`config.mk`:
```
export PLATFORM = sky130hd
export DESIGN_NAME = serial_subtractor
export DESIGN_NICKNAME = d
export VERILOG_FILES = /design/src/rtl/serial_subtractor.sv
export SDC_FILE = /design/constraint.sdc
export NUM_CORES = 1
export LEC_CHECK = 0
export ABC_AREA = 1
export BUFFER_PORTS_ARGS = -buffer_cell sky130_fd_sc_hd__buf_2
export CAP_MARGIN = 20
export CORE_MARGIN = 5
export CORE_UTILIZATION = 25
export DETAILED_ROUTE_END_ITERATION = 6
export PLACE_DENSITY_LB_ADDON = 0.05
export RECOVER_POWER = 100
export SLEW_MARGIN = 40
export SYNTH_ARGS = -nofsm -noshare
export SYNTH_HDL_FRONTEND = slang
export SYNTH_SLANG_ARGS = --single-unit
```
`constraint.sdc`:
```
create_clock -name clk -period 1.6 [get_ports clk]
set_clock_uncertainty 0.2 [all_clocks]
set_input_delay 0.16 -clock clk [delete_from_list [all_inputs] [get_ports clk]]
set_output_delay 0.16 -clock clk [all_outputs]
set_load 0.02 [all_outputs]
```
`src/rtl/serial_subtractor.sv`:
```
// serial_subtractor: bit-serial x - y - b_i with borrow-out and signed overflow, valid/ready on both sides
module serial_subtractor #(
  parameter int WIDTH = 4
) (
  input  logic             clk,
  input  logic             rst,
  input  logic             in_valid,
  output logic             in_ready,
  input  logic [WIDTH-1:0] x,
  input  logic [WIDTH-1:0] y,
  input  logic             b_i,
  output logic             out_valid,
  input  logic             out_ready,
  output logic [WIDTH-1:0] d,
  output logic             b_o,
  output logic             v
);
  localparam int CW = $clog2(WIDTH);
  localparam logic [CW-1:0] LAST = CW'(WIDTH - 1);
  typedef enum logic [1:0] {IDLE, RUN, DONE} state_t;
  state_t state_q, state_d;
  logic [WIDTH-1:0] xs_q, xs_d, ys_q, ys_d, d_q, d_d;
  logic [CW-1:0] cnt_q, cnt_d;
  logic b_q, b_d, bo_q, bo_d, v_q, v_d, xm_q, xm_d, ym_q, ym_d;
  logic dbit, bn;
  // The minuend register doubles as the difference accumulator: each
  // consumed x bit frees the MSB slot that receives the new difference bit.
  assign dbit = xs_q[0] ^ ys_q[0] ^ b_q;
  assign bn = (~xs_q[0] & ys_q[0]) | (~(xs_q[0] ^ ys_q[0]) & b_q);
  assign in_ready = state_q == IDLE;
  assign out_valid = state_q == DONE;
  assign d = d_q;
  assign b_o = bo_q;
  assign v = v_q;
  // Next-state: load in IDLE, one full-subtractor step per RUN cycle, release in DONE
  always_comb begin
    state_d = state_q;
    xs_d = xs_q;
    ys_d = ys_q;
    d_d = d_q;
    cnt_d = cnt_q;
    b_d = b_q;
    bo_d = bo_q;
    v_d = v_q;
    xm_d = xm_q;
    ym_d = ym_q;
    case (state_q)
      IDLE: if (in_valid) begin
        state_d = RUN;
        xs_d = x;
        ys_d = y;
        b_d = b_i;
        cnt_d = '0;
        xm_d = x[WIDTH-1];
        ym_d = y[WIDTH-1];
      end
      RUN: begin
        xs_d = {dbit, xs_q[WIDTH-1:1]};
        ys_d = {1'b0, ys_q[WIDTH-1:1]};
        b_d = bn;
        cnt_d = cnt_q + 1'b1;
        if (cnt_q == LAST) begin
          state_d = DONE;
          d_d = {dbit, xs_q[WIDTH-1:1]};
          bo_d = bn;
          v_d = (xm_q ^ ym_q) & (xm_q ^ dbit);
        end
      end
      DONE: state_d = out_ready ? IDLE : DONE;
      default: state_d = IDLE;
    endcase
  end
  // State and datapath registers; reset aborts any operation in flight
  always_ff @(posedge clk or posedge rst) begin
    if (rst) begin
      state_q <= IDLE;
      xs_q <= '0;
      ys_q <= '0;
      d_q <= '0;
      cnt_q <= '0;
      b_q <= 1'b0;
      bo_q <= 1'b0;
      v_q <= 1'b0;
      xm_q <= 1'b0;
      ym_q <= 1'b0;
    end else begin
      state_q <= state_d;
      xs_q <= xs_d;
      ys_q <= ys_d;
      d_q <= d_d;
      cnt_q <= cnt_d;
      b_q <= b_d;
      bo_q <= bo_d;
      v_q <= v_d;
      xm_q <= xm_d;
      ym_q <= ym_d;
    end
  end
endmodule

```
==> results of run 1 <==
## cells in the mapped netlist (all sizes together)
cell type	number	share of area (%)
buf	2	1.3
fa	1	2.1
o31ai	1	0.77
inv	12	4.6
o21ai	7	4.0
nand2	60	24
nand3	12	6.2
nor2	4	2.3
ha	1	1.3
dfrtp	21	54
## power by group through the flow
stage	clock network [W]	registers (W)	logic [W]
2_1_floorplan	0	0.000988	0.000768
3_3_place_gp	0	0.000963	0.00119
3_5_place_dp	0	0.000968	0.00117
4_1_cts	0.000368	0.000958	0.00120
5_1_grt	0.000395	0.000996	0.00136
6_report	0.000347	0.000962	0.00117
## worst paths after layout
| check | from | endpoint | slack [ns] |
|---|---|---|---|
| setup / recovery | xs_q[0] | v | 0.04 |
| hold / removal | x[1] | xs_q[1] | 0.006 |
| setup reg to reg | xs_q[0] | v | 0.04 |
| hold reg to reg | v | v | 0.28 |
| max in group asynchronous | rst | state_q[0] | 0.45 |
| min in group asynchronous | rst | d[2] | 0.36 |
## critical path: cells and delay by family (launching register included)
kind,cells,cell delay [ns]
fa+ha+maj,1,0.59
buf+inv,1,0.06
simple gates,4,0.21
flops,1,0.40
## flip-flops by register name (all words and copies together) (netlist names), 2 cells and up
name	cells
d	4
xs_q	4
ys_q	4
cnt_q	2
state_q	2
## layout by cell type (no fill, tap or decap), drive strengths merged
master,instances
buf,21
clkbuf,7
clkinv,1
dfrtp,21
dlygate4sd3,10
fa,1
ha,1
inv,12
nand2,60
nand3,12
nor2,4
o21ai,7
o31ai,1
## metal layers
| layer | GRT usage, % | wire, µm | up-vias | part of all wire [%] |
|---|---|---|---|---|
| met5 | 0 | 0 | - | 0 |
| met4 | 3.07 | 23 | 0 | 1.0 |
| met3 | 3.32 | 117 | 2 | 5.1 |
| met2 | 16.1 | 1080 | 13 | 47 |
| met1 | 13.0 | 1080 | 382 | 47 |
| li1 | - | - | 449 | - |
## final cells by class
class	count	area, µm²
Timing Repair Buffer	35	238
Clock inverter	1	5.00
Inverter	12	45.0
Clock buffer	3	41.3
Fill cell	396	2410
Sequential cell	21	527
Tap cell	48	60.1
Multi-Input combinational cell	86	392
## kinds of logic after synthesis
| group | after synthesis | share of synthesized area (%) |
|---|---|---|
| buf+inv | 14 | 5.90 |
| fa+ha+maj | 2 | 3.34 |
| simple gates | 76 | 32.1 |
| flops | 21 | 53.9 |
| compound gates | 8 | 4.75 |
## stage by stage
step	cell area, µm²	utilization, %
after floorplan	975	-
after CTS	1310	35.2
final	1310	35.2
after global placement	1160	31.2
after detailed placement	1160	31.2
after global routing	1310	35.2
## timing repair
item,in CTS,in global routing
hold buffers,10,0
endpoints found under the setup margin,0,4
resized for setup,0,3
hold endpoints to repair,31,0
==> run_results.csv, run 1 <==
group,metric,value,unit
run_status,result_of_the_run,"finished, final reports clean",
die,die_footprint,0.00525,mm²
power,power_switching_share,43.1,%
clocking,cts-root-to-sink-buffers,2,
routing,routed-via-count,846,
die,floorplan.initialDensity,26.2,%
sta,final_critical_period,1.56,ns
power,power_density,1900,mW/mm²
clocking,clk-insertion-delay-late,0.26,ns
worst_setup_path,setup.worst_path.end_class,"flop",
die,placeableCoreArea,0.00372,mm²
sta,setup_repair_after_global_routing_missed_its_margin,"true",
routing,ant_nets,0,
global_route,grt_max_degree,22,
placement,detailed_place_hpwl,1730,µm
worst_setup_path,critical_path_arrival,1.52,ns
power,power_leakage,0.710,nW
yosys,postSynthNetCount,136,
sta,tightest_hold_margin,0.00614,ns
sta,timing_worst_slew_pin_value,0.533,ns
power,seqPwrFrac,38.8,%
routing,drt_first_iter_violations,38,
layout,antennaDiodeCount,0,
sta,max_slew_violations,0,
placement,numPortBuffers,20,
clocking,cts_max_level,1,
global_route,first_global_vias,871,
layout,stdcell_count,206,
layout,syn2layout_area_growth,34.1,%
yosys,ys_warn_count,0,
routing,drt-wirelength-per-cell,11.2,µm
clocking,cts_setup_buffers,0,
power,power.total,0.00248,W
global_route,initial_antenna_violation_count,0,
die,io_pins,21,
yosys,synth.yosys.seq_area_share,53.9,%
clocking,clock_sink_count,21,
layout,drive_above_1_share,20.3,%
worst_setup_path,timing.setup.critical_path_class,"flop to flop",
worst_hold_path,holdCritPathClass,"primary input to flop",
yosys,synthesized_area_divided_by_synthesized_cell_count,8.06,µm²
worst_setup_path,worstSetupStartpointType,"flop",
sta,hold_viol_final,0,
sta,final.period_utilization,97.6,%
routing,post_drt_via_cell_ratio,4.11,
clocking,cts_inserted_buffers,3,
routing,drt_first_pass_iters,4,
power,power_frac_comb,47.2,%
worst_setup_path,worst_path_largest_cell_delay,0.59,ns
yosys,syn-instance-count,121,
power,switching_power,0.00107,W
sta,finalSetupTns,0,ns
die,placementRows,22,
placement,gp_congestion,0.790,
worst_setup_path,critical-path-top-cell-by-count,"sky130_fd_sc_hd__nand2_1",
global_route,grt_first_pass_wirelength,4070,µm
layout,finish.net_count,174,
worst_hold_path,hold_depth,5,
worst_setup_path,slowest_stage,"sky130_fd_sc_hd__fa_1",
placement,dp_worst_setup_slack,0.0340,ns
yosys,postSynthRegisterBits,21,
die,die_width,72.4,µm
yosys,ys_types,15,
worst_setup_path,worstPathRequired,1.56,ns
power,intPower,0.00141,W
clocking,clock_tree.root_cell,"sky130_fd_sc_hd__clkbuf_8",
routing,routed_wl,2300,µm
worst_setup_path,timing.critical_path.cells,"fa_1, inv_1, nand3_1, nand2_1, nand2_1, nand2_1",
yosys,synth.cell_area,975,µm²
sta,worst_slew_margin,64.5,%
die,y_dimension_of_the_die,72.4,µm
clocking,path_clk_slew,0.08,ns
worst_setup_path,timing.critical_path.fanout_max,3,
flow_run,max_cap_viols,0,
global_route,globalRouteOverflowTotal,0,
power,clock_power_share,14.0,%
sta,setup_viol_count_final,0,
worst_setup_path,timing.reg2reg.worst_path_depth,6,
global_route,grtUsageTotal,10.1,%
routing,post-route-drc-count,0,
sta,clock.fmax,640,MHz
clocking,cts_tree,"yes",
sta,worst_setup_slack_final,0.0387,ns
power,ir_drop,0.790,mV
placement,dp_cells,192,
(Power assumes the default switching activity.)
==> inputs of run 2 (changes only) <==
- PLACE_DENSITY: default -> 0.47
- PLACE_DENSITY_LB_ADDON: 0.05 -> default
==> run_results.csv, run 2 (synthesis results as in run 1) <==
group,metric,value,unit
clocking,path_clk_slew,0.08,ns
sta,hold_viol_final,0,
sta,final.period_utilization,96.7,%
die,die_footprint,0.00525,mm²
power,power_density,1920,mW/mm²
layout,final_cell_mix,"sky130_fd_sc_hd__nand2_1 (58), sky130_fd_sc_hd__dfrtp_1 (21), sky130_fd_sc_hd__buf_2 (12)",
worst_setup_path,worst_path_largest_cell_delay,0.58,ns
routing,drt_first_iter_violations,31,
worst_setup_path,setup.worst_path.end_class,"flop",
clocking,cts_inserted_buffers,3,
layout,stdcell_count,205,
run_status,result_of_the_run,"finished, final reports clean",
placement,gp_congestion,0.748,
sta,worst_slew_margin,64.6,%
power,intPower,0.00138,W
power,power_leakage,0.689,nW
clocking,clock_tree.root_cell,"sky130_fd_sc_hd__clkbuf_8",
sta,max_slew_violations,0,
global_route,initial_antenna_violation_count,0,
worst_setup_path,critical-path-top-cell-by-count,"sky130_fd_sc_hd__nand2_1",
layout,drive_above_1_share,19.7,%
power,power_switching_share,44.4,%
sta,clock.fmax,646,MHz
clocking,cts_tree,"yes",
power,power_frac_comb,46.6,%
layout,nFillCells,420,
routing,post_drt_via_cell_ratio,4.30,
die,placeableCoreArea,0.00372,mm²
die,die_width,72.4,µm
power,power.total,0.00248,W
routing,routed-via-count,882,
global_route,grt_max_degree,22,
power,switching_power,0.00110,W
global_route,globalRouteOverflowTotal,0,
layout,antennaDiodeCount,0,
global_route,grt_first_pass_wirelength,4170,µm
placement,dp_cells,192,
routing,drt-wirelength-per-cell,11.3,µm
sta,setup_repair_after_global_routing_missed_its_margin,"true",
sta,final_critical_period,1.55,ns
worst_setup_path,slowest_stage,"sky130_fd_sc_hd__fa_1",
sta,timing_worst_slew_pin_value,0.531,ns
worst_hold_path,holdCritPathClass,"primary input to flop",
clocking,clock_sink_count,21,
die,y_dimension_of_the_die,72.4,µm
worst_setup_path,worstPathRequired,1.56,ns
worst_setup_path,worstSetupStartpointType,"flop",
layout,syn2layout_area_growth,32.3,%
power,ir_drop,0.648,mV
worst_setup_path,timing.critical_path.fanout_max,3,
flow_run,max_cap_viols,0,
worst_setup_path,cp_num_buf_inv,2,
routing,drt_first_pass_iters,4,
routing,ant_nets,0,
layout,final_common_cell,"sky130_fd_sc_hd__nand2_1",
routing,post-route-drc-count,0,
global_route,first_global_vias,920,
placement,detailed_place_hpwl,1730,µm
die,floorplan.initialDensity,26.2,%
die,io_pins,21,
routing,routed_wl,2310,µm
power,clock_power_share,14.4,%
clocking,cts_max_level,1,
global_route,grtUsageTotal,10.2,%
worst_setup_path,gate_family_responsible_for_the_most_delay_along_the_worst_path,"adder cells",
power,seqPwrFrac,39.1,%
clocking,cts-root-to-sink-buffers,2,
worst_setup_path,critical_path_arrival,1.51,ns
sta,setup_viol_count_final,0,
die,placementRows,22,
layout,finish.net_count,173,
clocking,cts_setup_buffers,0,
clocking,clk-insertion-delay-late,0.26,ns
worst_setup_path,timing.setup.critical_path_class,"flop to flop",
worst_setup_path,timing.critical_path.cells,"inv_2, fa_1, inv_2, nand3_2, nand2_1, nand2_1, nand2_1",
placement,numPortBuffers,20,
[run 2: worst paths after layout]
kind                       start  endpoint  slack [ns]  cells after the start
min in group asynchronous    rst      d[1]        0.36                      4
max                          b_q         v        0.05                      7
min reg2reg                    v         v        0.28                      2
max in group asynchronous    rst      xm_q        0.49                      4
min                         y[2]   ys_q[2]      0.0005                      5
max reg2reg                  b_q         v        0.05                      7
[run 2: metal layers]
metal / up-vias / wire length [µm] / global-route usage (%)
met5: - / 0 / 0
met4: 0 / 14 / 3.07
met3: 2 / 157 / 3.88
met2: 20 / 1100 / 16.6
met1: 414 / 1040 / 12.5
li1: 446 / - / -
[run 2: final cells by class]
cell class	instances	area [µm²]	area share, %
Timing Repair Buffer	34	214	16.6
Clock inverter	1	5.00	0.388
Inverter	12	45.0	3.49
Multi-Input combinational cell	86	399	30.9
Tap cell	48	60.1	4.66
Clock buffer	3	41.3	3.20
Sequential cell	21	526	40.7
[run 2: worst reg2reg max path, cell delays in order, from the launching register on]
cell and delay [ns]:
sky130_fd_sc_hd__dfrtp_1 0.36, sky130_fd_sc_hd__inv_2 0.04, sky130_fd_sc_hd__fa_1 0.58, sky130_fd_sc_hd__inv_2 0.05, sky130_fd_sc_hd__nand3_2 0.06, sky130_fd_sc_hd__nand2_1 0.05
sky130_fd_sc_hd__nand2_1 0.05, sky130_fd_sc_hd__nand2_1 0.04
[run 2: what timing repair did]
item | in CTS | in global routing
hold endpoints to repair | 30 | 0
resized for setup | 0 | 4
hold buffers | 9 | 0
setup endpoints to repair | 0 | 4
[run 2: power groups by stage]
stage	combinational, W	clock [W]	sequential [W]
after floorplan	0.000768	0	0.000988
after global placement	0.00113	0	0.000963
after detailed placement	0.00116	0	0.000974
after CTS	0.00118	0.000369	0.000964
after global routing	0.00136	0.000388	0.00100
final	0.00116	0.000356	0.000969
[run 2: metrics by stage]
stage | setup WS, ns | utilization [%] | TNS [ns] | hold WS, ns | area [µm²]
after CTS | 0.0159 | 34.9 | 0 | 0.00386 | 1300
after floorplan | 0.0974 | - | 0 | -0.0635 | 975
after global placement | 0.0665 | 31.2 | 0 | 0.00308 | 1160
after detailed placement | 0.0350 | 31.2 | 0 | 0.0175 | 1160
after global routing | -0.0335 | 34.7 | -0.0335 | 0.0352 | 1290
final | 0.0525 | 34.7 | 0 | 0.000545 | 1290
